`config.mk`:
```
export PLATFORM = sky130hd
export DESIGN_NAME = fetch_unit
export DESIGN_NICKNAME = d
export VERILOG_FILES = /design/src/rtl/cpu_pkg.sv /design/src/rtl/fetch_queue.sv /design/src/rtl/fetch_unit.sv
export SDC_FILE = /design/constraint.sdc
export NUM_CORES = 1
export LEC_CHECK = 0
export CAP_MARGIN = 15
export CORE_ASPECT_RATIO = 1.25
export CORE_UTILIZATION = 40
export CTS_BUF_LIST = sky130_fd_sc_hd__clkbuf_2
export CTS_CLUSTER_DIAMETER = 80
export DETAILED_ROUTE_END_ITERATION = 10
export HOLD_SLACK_MARGIN = 0.02
export PLACE_DENSITY = 0.74
export SYNTH_ARGS = -nofsm -noshare
export SYNTH_HDL_FRONTEND = slang
export SYNTH_SLANG_ARGS = --single-unit
export TNS_END_PERCENT = 5
```
`constraint.sdc`:
```
create_clock -name clk -period 8.89 [get_ports clk]
set_clock_uncertainty 0.1 [all_clocks]
set_input_delay 1.3335 -clock clk [delete_from_list [all_inputs] [get_ports clk]]
set_output_delay 1.3335 -clock clk [all_outputs]
set_load 0.01 [all_outputs]
```
`src/rtl/cpu_pkg.sv`:
```
// Shared definitions for the 16-bit word-addressed CPU: data/address widths,
// opcode encodings and the instruction-queue entry used by the fetch stage.
package cpu_pkg;

  localparam int INSTR_W = 16;
  localparam int ADDR_W  = 16;

  localparam logic [3:0] OP_ADD  = 4'h0;
  localparam logic [3:0] OP_SUB  = 4'h1;
  localparam logic [3:0] OP_AND  = 4'h2;
  localparam logic [3:0] OP_OR   = 4'h3;
  localparam logic [3:0] OP_XOR  = 4'h4;
  localparam logic [3:0] OP_SLL  = 4'h5;
  localparam logic [3:0] OP_SRL  = 4'h6;
  localparam logic [3:0] OP_ADDI = 4'h7;
  localparam logic [3:0] OP_LW   = 4'h8;
  localparam logic [3:0] OP_SW   = 4'h9;
  localparam logic [3:0] OP_BEQ  = 4'hA;
  localparam logic [3:0] OP_BNE  = 4'hB;
  localparam logic [3:0] OP_LUI  = 4'hC;
  localparam logic [3:0] OP_JAL  = 4'hD;
  localparam logic [3:0] OP_JR   = 4'hE;
  localparam logic [3:0] OP_HLT  = 4'hF;

  typedef struct packed {
    logic [INSTR_W-1:0] instr;
    logic [ADDR_W-1:0]  pc;
  } fq_entry_t;

  function automatic logic [3:0] opcode_of(input logic [INSTR_W-1:0] word);
    return word[INSTR_W-1:INSTR_W-4];
  endfunction

endpackage

```
`src/rtl/fetch_queue.sv`:
```
// Small synchronous FIFO of fetched {instr, pc} entries. The head entry is
// presented combinationally; clear empties the queue and wins over push/pop.
module fetch_queue
  import cpu_pkg::*;
#(
  parameter int QDEPTH = 2
) (
  input  logic                      clk,
  input  logic                      rst,
  input  logic                      push,
  input  fq_entry_t                 push_data,
  input  logic                      pop,
  input  logic                      clear,
  output logic [$clog2(QDEPTH):0]   count,
  output fq_entry_t                 head
);

  localparam int PW = $clog2(QDEPTH);
  localparam int CW = PW + 1;

  fq_entry_t         mem [QDEPTH];
  logic [PW-1:0]     rd_ptr;
  logic [PW-1:0]     wr_ptr;
  logic              do_push;
  logic              do_pop;

  // A push into a full queue is only accepted when the head leaves in the same cycle.
  assign do_pop  = pop & !clear & (count != '0);
  assign do_push = push & !clear & ((count < CW'(QDEPTH)) | do_pop);
  assign head    = mem[rd_ptr];

  // Pointer and occupancy tracking.
  always_ff @(posedge clk or posedge rst) begin
    if (rst) begin
      rd_ptr <= '0;
      wr_ptr <= '0;
      count  <= '0;
    end else if (clear) begin
      rd_ptr <= '0;
      wr_ptr <= '0;
      count  <= '0;
    end else begin
      if (do_push) wr_ptr <= wr_ptr + 1'b1;
      if (do_pop)  rd_ptr <= rd_ptr + 1'b1;
      case ({do_push, do_pop})
        2'b10:   count <= count + 1'b1;
        2'b01:   count <= count - 1'b1;
        default: count <= count;
      endcase
    end
  end

  // Storage needs no reset: entries are only visible while count is nonzero.
  always_ff @(posedge clk) begin
    if (do_push) mem[wr_ptr] <= push_data;
  end

endmodule

```
`src/rtl/fetch_unit.sv`:
```
// Instruction-fetch stage: owns the PC, requests words from instruction memory
// over a zero-latency req/rdy handshake, queues them and hands the head to decode.
// Build option FETCH_HALT_EN: a fetched opcode-F word halts fetch until reset.
module fetch_unit
  import cpu_pkg::*;
#(
  parameter int                QDEPTH   = 2,
  parameter logic [ADDR_W-1:0] RESET_PC = 16'h0000
) (
  input  logic               clk,
  input  logic               rst,
  input  logic               stall,
  input  logic               flush,
  input  logic [ADDR_W-1:0]  redirect_pc,
  output logic               imem_req,
  output logic [ADDR_W-1:0]  imem_addr,
  input  logic               imem_rdy,
  input  logic [INSTR_W-1:0] imem_rdata,
  output logic [INSTR_W-1:0] instr,
  output logic [ADDR_W-1:0]  instr_pc,
  output logic [ADDR_W-1:0]  pc_plus1,
  output logic               instr_vld,
  output logic               hlt
);

  localparam int CW = $clog2(QDEPTH) + 1;

  logic [ADDR_W-1:0] pc;
  logic              req_en;
  logic [CW-1:0]     count;
  fq_entry_t         head;
  fq_entry_t         push_data;
  logic              flush_eff;
  logic              pop;
  logic              xfer;
  logic              push;

`ifdef FETCH_HALT_EN
  logic hlt_q;
  logic is_halt;

  assign is_halt   = (opcode_of(imem_rdata) == OP_HLT);
  assign push      = xfer & !is_halt;
  assign flush_eff = flush & !hlt_q;
  assign hlt       = hlt_q;

  // Halt is sticky: once a halt word has been fetched only reset restarts fetch.
  always_ff @(posedge clk or posedge rst) begin
    if (rst)                 hlt_q <= 1'b0;
    else if (xfer & is_halt) hlt_q <= 1'b1;
  end
`else
  assign push      = xfer;
  assign flush_eff = flush;
  assign hlt       = 1'b0;
`endif

  assign instr_vld = (count != '0);
  assign pop       = instr_vld & !stall & !flush_eff;
  // req_en keeps the request low for the first cycle out of reset.
  assign imem_req  = req_en & !flush_eff & !hlt & ((count < CW'(QDEPTH)) | pop);
  assign imem_addr = pc;
  assign xfer      = imem_req & imem_rdy;

  assign push_data.instr = imem_rdata;
  assign push_data.pc    = pc;

  assign instr    = instr_vld ? head.instr : '0;
  assign instr_pc = instr_vld ? head.pc    : '0;
  assign pc_plus1 = instr_vld ? head.pc + 16'd1 : '0;

  // Fetch PC: redirect has priority, otherwise advance on every accepted request.
  always_ff @(posedge clk or posedge rst) begin
    if (rst) begin
      pc     <= RESET_PC;
      req_en <= 1'b0;
    end else begin
      req_en <= 1'b1;
      if (flush_eff) pc <= redirect_pc;
      else if (xfer) pc <= pc + 16'd1;
    end
  end

  fetch_queue #(.QDEPTH(QDEPTH)) u_queue (
    .clk       (clk),
    .rst       (rst),
    .push      (push),
    .push_data (push_data),
    .pop       (pop),
    .clear     (flush_eff),
    .count     (count),
    .head      (head)
  );

endmodule
```
* Yosys cells after proc, flatten, opt, wreduce, memory -nomap -nowiden
Memory sizes are Yosys's and may differ from the RTL's.
Index checks and enable logic that the tools add are counted.
** Operators by class
- Reduce and logical (&&, ||, !) cells :: 7
- Add/sub/neg operators :: 6
- Multiplexer cells :: 13
- Equality and inequality tests :: 2
- $lt $le $gt $ge :: 1
- Bitwise logic cells :: 11
** Operators by type and width (count)
- two-way mux 16 bit :: 5
- adder 16 x 1 -> 16 bit (second input constant) :: 2
- AND 1 bit :: 9
- nonzero test 2 bit :: 4
- two-way mux 1 bit :: 6
- case mux 2 bit (2 select lines) :: 1
- nonzero test 3 bit :: 1
- adder 1 bit (second input constant) :: 2
- adder 2 x 1 -> 2 bit (second input constant) :: 1
- equality test 2 x 1 -> 1 bit (second input constant) :: 1
- equality test 2 bit (second input constant) :: 1
- logical NOT 1 bit :: 2
- < comparator 2 bit (second input constant) :: 1
- two-way mux 2 bit :: 1
- OR 1 bit :: 2
- subtractor 2 x 1 -> 2 bit (second input constant) :: 1
** Storage, ports and cells
- Logic and storage cells :: 46
- Memory bits (writable) :: 64
- Flip-flop bits (word level) :: 21
- Input port bits :: 37
- Memories kept :: 1
- Output and inout port bits :: 67
** Memory list
- u_queue.mem :: depth 2, bits a word 32, rd ports 1, clocked after Yosys merged registers in 0, write ports 1, RTL line fetch_queue.sv:21 : fq_entry_t mem [QDEPTH];

* Longest topological paths before layout
- Word-level depth :: 11
- Depth in mapped cells :: 10
- Mapped depth without buffers :: 6

* Cells and area by module
Synthesis repeated with hierarchy kept, for this count alone.
** Unflattened totals
- Cells, all modules :: 343
- Area, all modules :: 4194.0 um^2
** Modules (own cells, without submodules)
- fetch_queue :: instances 1, sequential area each 2021.9 um^2, cells each 127, area an instance 2537.4 um^2
- fetch_unit :: instances 1, sequential area each 425.4 um^2, cells each 216, area an instance 1656.6 um^2

* Worst setup path after synthesis
OpenSTA, ideal clock, no wires.
- Kind :: register to output
- From :: register u_queue.rd_ptr
- To :: output port pc_plus1[12]
- Buffers on the path :: 4
- Cell stages (with the launch flop) :: 11
- Required time :: 7.456 ns
- Arrival time :: 2.630 ns
- Setup slack :: 4.827 ns
- Path through :: dfrtp_1 > buf_6 > buf_2 > buf_4 > mux2_2 > ha_1 > inv_1 > or4_1 > buf_6 > nor4_4 > mux2_1
** On the way
- Longest elaborated chain between the ends :: 3
** Ends and longest elaborated chain
- start: declaration :: RTL line fetch_queue.sv:22 : logic [PW-1:0] rd_ptr;
- start signal: assignment :: RTL line fetch_queue.sv:44 : if (do_pop) rd_ptr <= rd_ptr + 1'b1;
- memory (2 x 32 bit)
- adder 16 x 1 -> 16 bit :: RTL line fetch_unit.sv:70 : assign pc_plus1 = instr_vld ? head.pc + 16'd1 : '0;
- two-way mux 16 bit :: RTL line fetch_unit.sv:70
- end: declaration :: RTL line fetch_unit.sv:21 : output logic [ADDR_W-1:0] pc_plus1,
Every way passes these cells.

* Final worst setup path
Ends and elaborated chain as after synthesis.

==> flow_metrics.env <==
export IMPL_grt_pass1_vias=2993
export IMPL_cts_root_buf="clkbuf_2"
export IMPL_synth_edff_count=64
export IMPL_synth_seq_area_share=0.6011
export IMPL_vdd_drop_max_uv=72.45
export IMPL_finalMaxSlewViolations=0
export IMPL_post_cts_buffers=0
export IMPL_async_reset_ff_frac=0.2471
export IMPL_dpl_hpwl_mm=6.484
export IMPL_p_leak_uw=0.001744
export IMPL_grtUsageTotal=0.1802
export IMPL_seqCellArea_sq_mm=0.002449
export IMPL_cap_violations=0
export IMPL_antenna_found_initial=0
export IMPL_arrival_ps=4220
export IMPL_place_congestion=0.8904
export IMPL_grt_max_degree=49
export IMPL_fp_dieW_um=92.24
export IMPL_fill_cells=879
export IMPL_grt_pass1_wl_mm=14.69
export IMPL_setup_viol_count_final=0
export IMPL_syn_cell_area_sq_mm=0.004071
export IMPL_ys_types=54
export IMPL_fin_crit_sh=0.6356
export IMPL_drc=0
export IMPL_rrSetupSlack_ps=6080
export IMPL_htreeDepth=3
export IMPL_multi_input_area_sq_mm=0.001523
export IMPL_dieArea_sq_mm=0.01059
export IMPL_ios=104
export IMPL_path_class="register to primary output"
export IMPL_crit_reg2reg_launch="req_en"
export IMPL_diodes=0
export IMPL_final_common_cell="clkdlybuf4s50_1"
export IMPL_fmax_mhz=177.0
export IMPL_overflow=0
export IMPL_worstSetupStartpoint="u_queue.rd_ptr"
export IMPL_hold_buffers=0
export IMPL_clk_insertion_delay_late_ps=520
export IMPL_min_from="imem_addr[14]"
export IMPL_fp_dieH_um=114.8
export IMPL_required_ps=7460
export IMPL_hold_viol=0
export IMPL_start_util=0.4172
export IMPL_critPathLaunchType="register"
export IMPL_slew_headroom=0.2596
export IMPL_drive_gt1_frac=0.05336
export IMPL_drt_total_wl_mm=9.145
export IMPL_synth_seq_cells=85
export IMPL_clk_pin_slew_ps=200
export IMPL_ys_warn_count=0
export IMPL_dp_slack_ps=3812
export IMPL_cts_made_buffers=9
export IMPL_outcome="finished, final reports clean"
export IMPL_first_iter_violations=163
export IMPL_worst_setup_path_end_kind="primary output"
export IMPL_p_per_area_mw_per_mm2=136.8
export IMPL_postCtsResizedCells=0
export IMPL_syn_num_nets=369
export IMPL_vias=3057
export IMPL_netlist_instances=330
export IMPL_fp_row_count=40
export IMPL_layout_common_cells="102 x clkdlybuf4s50_1, 64 x edfxtp_1, 40 x nor2_1"
export IMPL_coreArea_sq_mm=0.009759
export IMPL_final_nets=465
export IMPL_finalWorstSetupSlack_ps=3240
export IMPL_viasPerCell=5.488
export IMPL_period_needed_ps=5650
export IMPL_ant_nets=0
export IMPL_worst_slew_pin_slew_ps=1111
export IMPL_synth_flop_cell="edfxtp_1"
export IMPL_routedWlPerCell_um=16.42
export IMPL_portBuffers=102
export IMPL_min_path_type="register to register"
export IMPL_cts_path_max_buffers=2
export IMPL_setup_tns_ps=0
export IMPL_syn_to_final_growth_pct=29.10
export IMPL_dr_pass1_iters=4
export IMPL_tritoncts="done"
export IMPL_cts_num_sinks=85
export IMPL_syn_avg_cell_area_sq_um=12.34
export IMPL_cp_max_fo=48
export IMPL_rsz0062_at_grt="no"
==> cells in the mapped netlist, types with 2 or more instances <==
| cell type | n | area share |
|---|---|---|
| a21o_1 | 2 | 0.0037 |
| o31a_1 | 2 | 0.0043 |
| nand3b_1 | 4 | 0.0074 |
| nand3_1 | 15 | 0.018 |
| xor2_1 | 3 | 0.0065 |
| mux2_2 | 4 | 0.011 |
| a22o_1 | 2 | 0.0043 |
| or3_1 | 2 | 0.0031 |
| nand2_1 | 16 | 0.015 |
| xnor2_1 | 4 | 0.0086 |
| nor2_1 | 42 | 0.039 |
| o21bai_1 | 3 | 0.0055 |
| a31oi_1 | 2 | 0.0031 |
| clkbuf_1 | 9 | 0.0083 |
| nor4_1 | 6 | 0.0092 |
| o311ai_0 | 8 | 0.017 |
| edfxtp_1 | 64 | 0.47 |
| ha_1 | 2 | 0.0061 |
| and4_1 | 3 | 0.0065 |
| nor3b_1 | 2 | 0.0037 |
| o21ai_0 | 4 | 0.0049 |
| o211ai_1 | 3 | 0.0055 |
| inv_1 | 5 | 0.0046 |
| conb_1 | 2 | 0.0018 |
| and2_1 | 9 | 0.014 |
| and3_1 | 5 | 0.0077 |
| o21a_1 | 2 | 0.0037 |
| mux2i_1 | 31 | 0.076 |
| a221o_1 | 6 | 0.015 |
| dfrtp_1 | 21 | 0.13 |
| buf_4 | 3 | 0.0055 |
| nor3_1 | 9 | 0.011 |
| buf_6 | 2 | 0.0055 |
| nand4_1 | 4 | 0.0061 |
| buf_2 | 3 | 0.0037 |
| a21oi_1 | 4 | 0.0049 |
| or4_1 | 5 | 0.0092 |
==> metal layers <==
layer	routed length [um]	global-route usage	vias to the layer above	share of wire
li1	-	-	1461	-
met2	4552	0.3085	114	0.50
met4	257	0.09896	0	0.028
met5	0	0	-	0
met1	3824	0.2161	1462	0.42
met3	511	0.03241	20	0.056
==> layout make-up <==
cell class	instances	share of cell area
multi-input combinational	222	0.2897
clock inverter	6	0.005713
sequential	85	0.4658
tap	126	0.02999
clock buffer	10	0.009522
inverter	5	0.003571
timing repair buffer	103	0.1957
==> per-stage QoR <==
step	std cells	cell area [sq um]	total power, uW	utilization	hold slack (ps)
after floorplan	330	4071	513.6	-	423.8
after global placement	541	5176	568.4	0.5304	442.2
after detailed placement	541	5176	571.4	0.5304	444.4
after CTS	557	5256	726.5	0.5386	494.3
after global routing	557	5256	752.5	0.5386	505.8
final	557	5256	718.9	0.5386	494.2
==> power by group <==
part	total [uW]	switching (uW)	internal, uW
logic	97.7	43.7	54.0
clock network	156	122	34.1
registers	465	20.7	445
==> kinds of logic (layout without fill, tap and decap cells) <==
group | Yosys count | count (layout) | share of synthesized area
buf+inv | 23 | 124 | 0.02858
mux | 36 | 36 | 0.09004
other cells | 2 | 2 | 0.001845
flops | 85 | 85 | 0.6011
compound gates | 47 | 47 | 0.09250
simple gates | 128 | 128 | 0.1647
fa+ha+maj | 2 | 2 | 0.006145
xor+xnor | 7 | 7 | 0.01506
==> path summary, 6_finish.rpt <==
path / cells after the start / endpoint
max: 7 / pc_plus1[12]
min: 0 / u_queue.mem[1][14]
max in group asynchronous: 2 / u_queue.rd_ptr
min reg2reg: 0 / u_queue.mem[1][14]
min in group asynchronous: 2 / req_en
max reg2reg: 3 / u_queue.mem[0][29]
==> flip-flops by register name, summed over array words and instances, names as in the netlist <==
name and count:
u_queue.mem 64, u_queue.wr_ptr 1, u_queue.count 2, u_queue.rd_ptr 1, req_en 1, imem_addr 16
==> worst max-delay path, stage by stage (launching register included) <==
cell,delay (ps)
dfrtp_2,1150
mux2_2,340
ha_1,140
inv_1,60
or4_1,790
nor4_4,360
mux2_1,350
clkdlybuf4s50_1,500
Power figures use the tool's default switching activity.
==> RTL change 1 (same settings) <==
Build with the macro `FETCH_HALT_EN` defined.
--- a/src/rtl/fetch_unit.sv
+++ b/src/rtl/fetch_unit.sv
@@ -2,4 +2,6 @@
 // over a zero-latency req/rdy handshake, queues them and hands the head to decode.
 // Build option FETCH_HALT_EN: a fetched opcode-F word halts fetch until reset.
+`define FETCH_HALT_EN
+
 module fetch_unit
   import cpu_pkg::*;
Check against the original RTL: not equivalent (Yosys sat finds a counterexample within 4 cycles, from zero or initial values and one cycle with rst high).
==> RTL change 1 against the unedited design <==
- hold slack worse by 0.015 ns
- routed wire length up 1.4%
- combinational power up 56%
- clock power up 27%
- global-route usage down 0.44 points
- design area up 3.9%
- power up 17%
- synthesized cell count up 3.9%
- via count down 0.52%
- setup slack better by 0.50 ns
- area after synthesis up 3.3%
- sequential cell count up 1
- largest power group unchanged
- highest routed layer unchanged
==> RTL change 1: results (changes against the unedited design) <==
{
  "inverters": {"value": 4, "change": "-1"},
  "total_routing_resource_utilization_after_global_routing": {"value": 0.176, "change": "-0.00443"},
  "grtUsageMet1": {"value": 0.214, "change": "-0.00246"},
  "result_of_the_run": "finished clean",
  "final_cell_count_no_fill": {"value": 578, "change": "+3.8%"},
  "drive_above_1_share": {"value": 0.103, "change": "+0.0493"},
  "area_of_all_sequential_standard_cells": {"value": 0.00247, "unit": "mm²", "change": "+1.0%"},
  "grt_pass1_vias": {"value": 3005, "change": "+0.40%"},
  "design.seq.count": {"value": 86, "change": "+1.2%"},
  "mappedNetlistNets": {"value": 382, "change": "+3.5%"},
  "final_nets": {"value": 482, "change": "+3.7%"},
  "vias_per_cell": {"value": 5.26, "change": "-4.1%"},
  "dpl-instance-area": {"value": 0.00534, "unit": "mm²", "change": "+3.2%"},
  "grtUsageMet3": {"value": 0.0293, "change": "-0.00311"},
  "share_of_synthesized_area_occupied_by_flip_flops_and_latches": {"value": 0.588, "change": "-0.0134"},
  "bufAreaShareNonClock": {"value": 0.194, "change": "-0.00144"},
  "wl_met3": {"value": 312, "unit": "µm", "change": "-39%"},
  "m1WireLength": {"value": 3930, "unit": "µm", "change": "+2.9%"},
  "critical_path.max_fanout": {"value": 43, "change": "-10%"},
  "worst-endpoint-arrival": {"value": 3.72, "unit": "ns", "change": "-0.50 ns"},
  "worst_pin_slew": {"value": 1.05, "unit": "ns", "change": "-0.0628 ns"},
  "clockBufferCount": {"value": 9, "change": "-1"},
  "post-place-ws": {"value": 4.31, "unit": "ns", "change": "+0.500 ns"},
  "hpwlAfterDp": {"value": 6730, "unit": "µm", "change": "+3.7%"},
  "final.signal_buffer_count": {"value": 107, "change": "+3.9%"},
  "place.detailed.instances": {"value": 561, "change": "+3.7%"},
  "fraction_of_the_mapped_netlist_area_in_compound_gates": {"value": 0.0827, "change": "-0.00981"},
  "synth_xor_area_frac": {"value": 0.0167, "change": "+0.00160"}
}
-- RTL change 1: cell types whose count changed after synthesis, sizes merged, moves of 5 or more --
cell / before / now
a221o: 6 / 0
a31oi: 2 / 12
o21ai: 4 / 10
mux2: 5 / 17
o31ai: 1 / 6
o311ai: 8 / 0
mux2i: 31 / 24
nand3: 15 / 9
nor2: 42 / 52
-- RTL change 1: worst paths after layout --
kind	startpoint	endpoint	slack [ns]	cells past startpoint
setup reg to reg	hlt	u_queue.mem[0][11]	6.44	4
hold / removal	hlt	hlt	0.48	1
max in group asynchronous	rst	u_queue.rd_ptr	7.02	2
hold reg to reg	hlt	hlt	0.48	1
setup / recovery	u_queue.rd_ptr	pc_plus1[10]	3.74	6
min in group asynchronous	rst	imem_addr[2]	1.12	2
-- RTL change 1: metrics by stage --
stage | power, mW | utilization
finish | 0.843 | 0.538
global route | 0.882 | 0.538
CTS | 0.848 | 0.538
detailed placement | 0.654 | 0.526
global placement | 0.649 | 0.526
floorplan | 0.571 | -
==> RTL change 2 (config.mk and constraints unchanged) <==
Made on the original files. The package constant `INSTR_W` goes from 16 to 18.
--- a/src/rtl/cpu_pkg.sv
+++ b/src/rtl/cpu_pkg.sv
@@ -3,5 +3,5 @@
 package cpu_pkg;
 
-  localparam int INSTR_W = 16;
+  localparam int INSTR_W = 18;
   localparam int ADDR_W  = 16;
 
Ports: changed (resized imem_rdata and instr); port bits go from 104 to 108. No check against the original RTL was run, so the function may have changed too.
==> RTL change 2 against the unedited design <==
- sequential share of layout area grew 0.42 points
- critical path depth up 1
- setup slack better by 0.42 ns
- power increased by 13%
- clock power is 31% higher
- combinational power increased by 31%
- design area increased by 4.0%
- area after synthesis is 2.6% higher
- routed wire length fell by 1.1%
- global-route usage down 0.44 points
- sequential cell count rose by 4
- critical path type unchanged
- highest routed layer unchanged
==> RTL change 2: results (changes against the unedited design) <==
{
  "slowest_stage": "sky130_fd_sc_hd__or4_4",
  "first_pass_grt_wire_length": {"value": 14500, "unit": "µm", "change": "-1.5%"},
  "n_fill_cell": {"value": 844, "change": "-4.0%"},
  "critical_path.max_fanout": {"value": 50, "change": "+4.2%"},
  "hpwlAfterDp": {"value": 6380, "unit": "µm", "change": "-1.7%"},
  "clk_latency": {"value": 0.54, "unit": "ns", "change": "+0.02 ns"},
  "grt_pass1_vias": {"value": 2970, "change": "-0.77%"},
  "clk_pin_slew": {"value": 0.23, "unit": "ns", "change": "+0.03 ns"},
  "largest_reg_flops": {"value": 68, "change": "+6.3%"},
  "drive_above_1_share": {"value": 0.0711, "change": "+0.0177"},
  "drt-total-wl": {"value": 9040, "unit": "µm", "change": "-1.1%"},
  "result_of_the_run": "finished clean",
  "adder_cell_fraction_of_synth_area": {"value": 0.00599, "change": "-0.000155"},
  "vias_per_cell": {"value": 5.21, "change": "-5.0%"},
  "final_nets": {"value": 486, "change": "+4.5%"},
  "portBuffers": {"value": 106, "change": "+3.9%"},
  "ys_top_cells_by_area": "sky130_fd_sc_hd__edfxtp_1 49%, sky130_fd_sc_hd__dfrtp_1 13%, sky130_fd_sc_hd__mux2i_1 7.7%, sky130_fd_sc_hd__nor2_1 4.6%, sky130_fd_sc_hd__o21ai_0 1.7%",
  "synth_enable_flop_cells": {"value": 68, "change": "+6.3%"},
  "gpl.final_weighted_congestion": {"value": 0.769, "change": "-14%"},
  "starting_drt_drc_count": {"value": 114, "change": "-30%"},
  "first_pass_iters": {"value": 5, "change": "+1"},
  "final_cell_count_no_fill": {"value": 580, "change": "+4.1%"},
  "share_of_synthesized_area_occupied_by_flip_flops_and_latches": {"value": 0.615, "change": "+0.0136"},
  "antenna_found_initial": {"value": 1, "change": "+1"},
  "post-place-ws": {"value": 4.01, "unit": "ns", "change": "+0.202 ns"},
  "fraction_of_the_mapped_netlist_area_in_compound_gates": {"value": 0.0710, "change": "-0.0215"},
  "place.detailed.instances": {"value": 563, "change": "+4.1%"}
}
[RTL change 2: layout make-up]
| type | count | area, µm² | area share |
|---|---|---|---|
| Antenna cell | 1 | 2.50 | 0.000458 |
| Tap cell | 129 | 161 | 0.0295 |
| Clock inverter | 6 | 65.1 | 0.0119 |
| Sequential cell | 89 | 2570 | 0.470 |
| Inverter | 7 | 26.3 | 0.00481 |
| Timing Repair Buffer | 110 | 1090 | 0.200 |
| Multi-Input combinational cell | 228 | 1500 | 0.274 |
| Clock buffer | 10 | 50.0 | 0.00916 |
[RTL change 2: power groups by stage]
stage | clock, mW | combinational [mW] | sequential [mW]
after floorplan | 0 | 0.0601 | 0.491
after global placement | 0 | 0.126 | 0.491
after detailed placement | 0 | 0.129 | 0.493
after CTS | 0.210 | 0.129 | 0.484
after global routing | 0.228 | 0.140 | 0.487
final | 0.204 | 0.128 | 0.484
[RTL change 2: layer usage]
metal | global-route usage | vias to the layer above | wire (µm)
met5 | 0 | - | 0
met4 | 0.0738 | 0 | 94
met3 | 0.0293 | 7 | 536
met2 | 0.309 | 110 | 4560
met1 | 0.215 | 1427 | 3850
li1 | - | 1479 | -
[RTL change 2: final timing paths]
kind	from	endpoint	slack [ns]	cells past startpoint
max reg2reg	u_queue.count[1]	u_queue.mem[1][22]	6.62	4
min	imem_addr[1]	u_queue.mem[1][1]	0.52	0
max in group asynchronous	rst	u_queue.rd_ptr	7.06	2
max	u_queue.rd_ptr	pc_plus1[12]	3.66	8
min in group asynchronous	rst	imem_addr[8]	1.09	2
min reg2reg	imem_addr[1]	u_queue.mem[1][1]	0.52	0
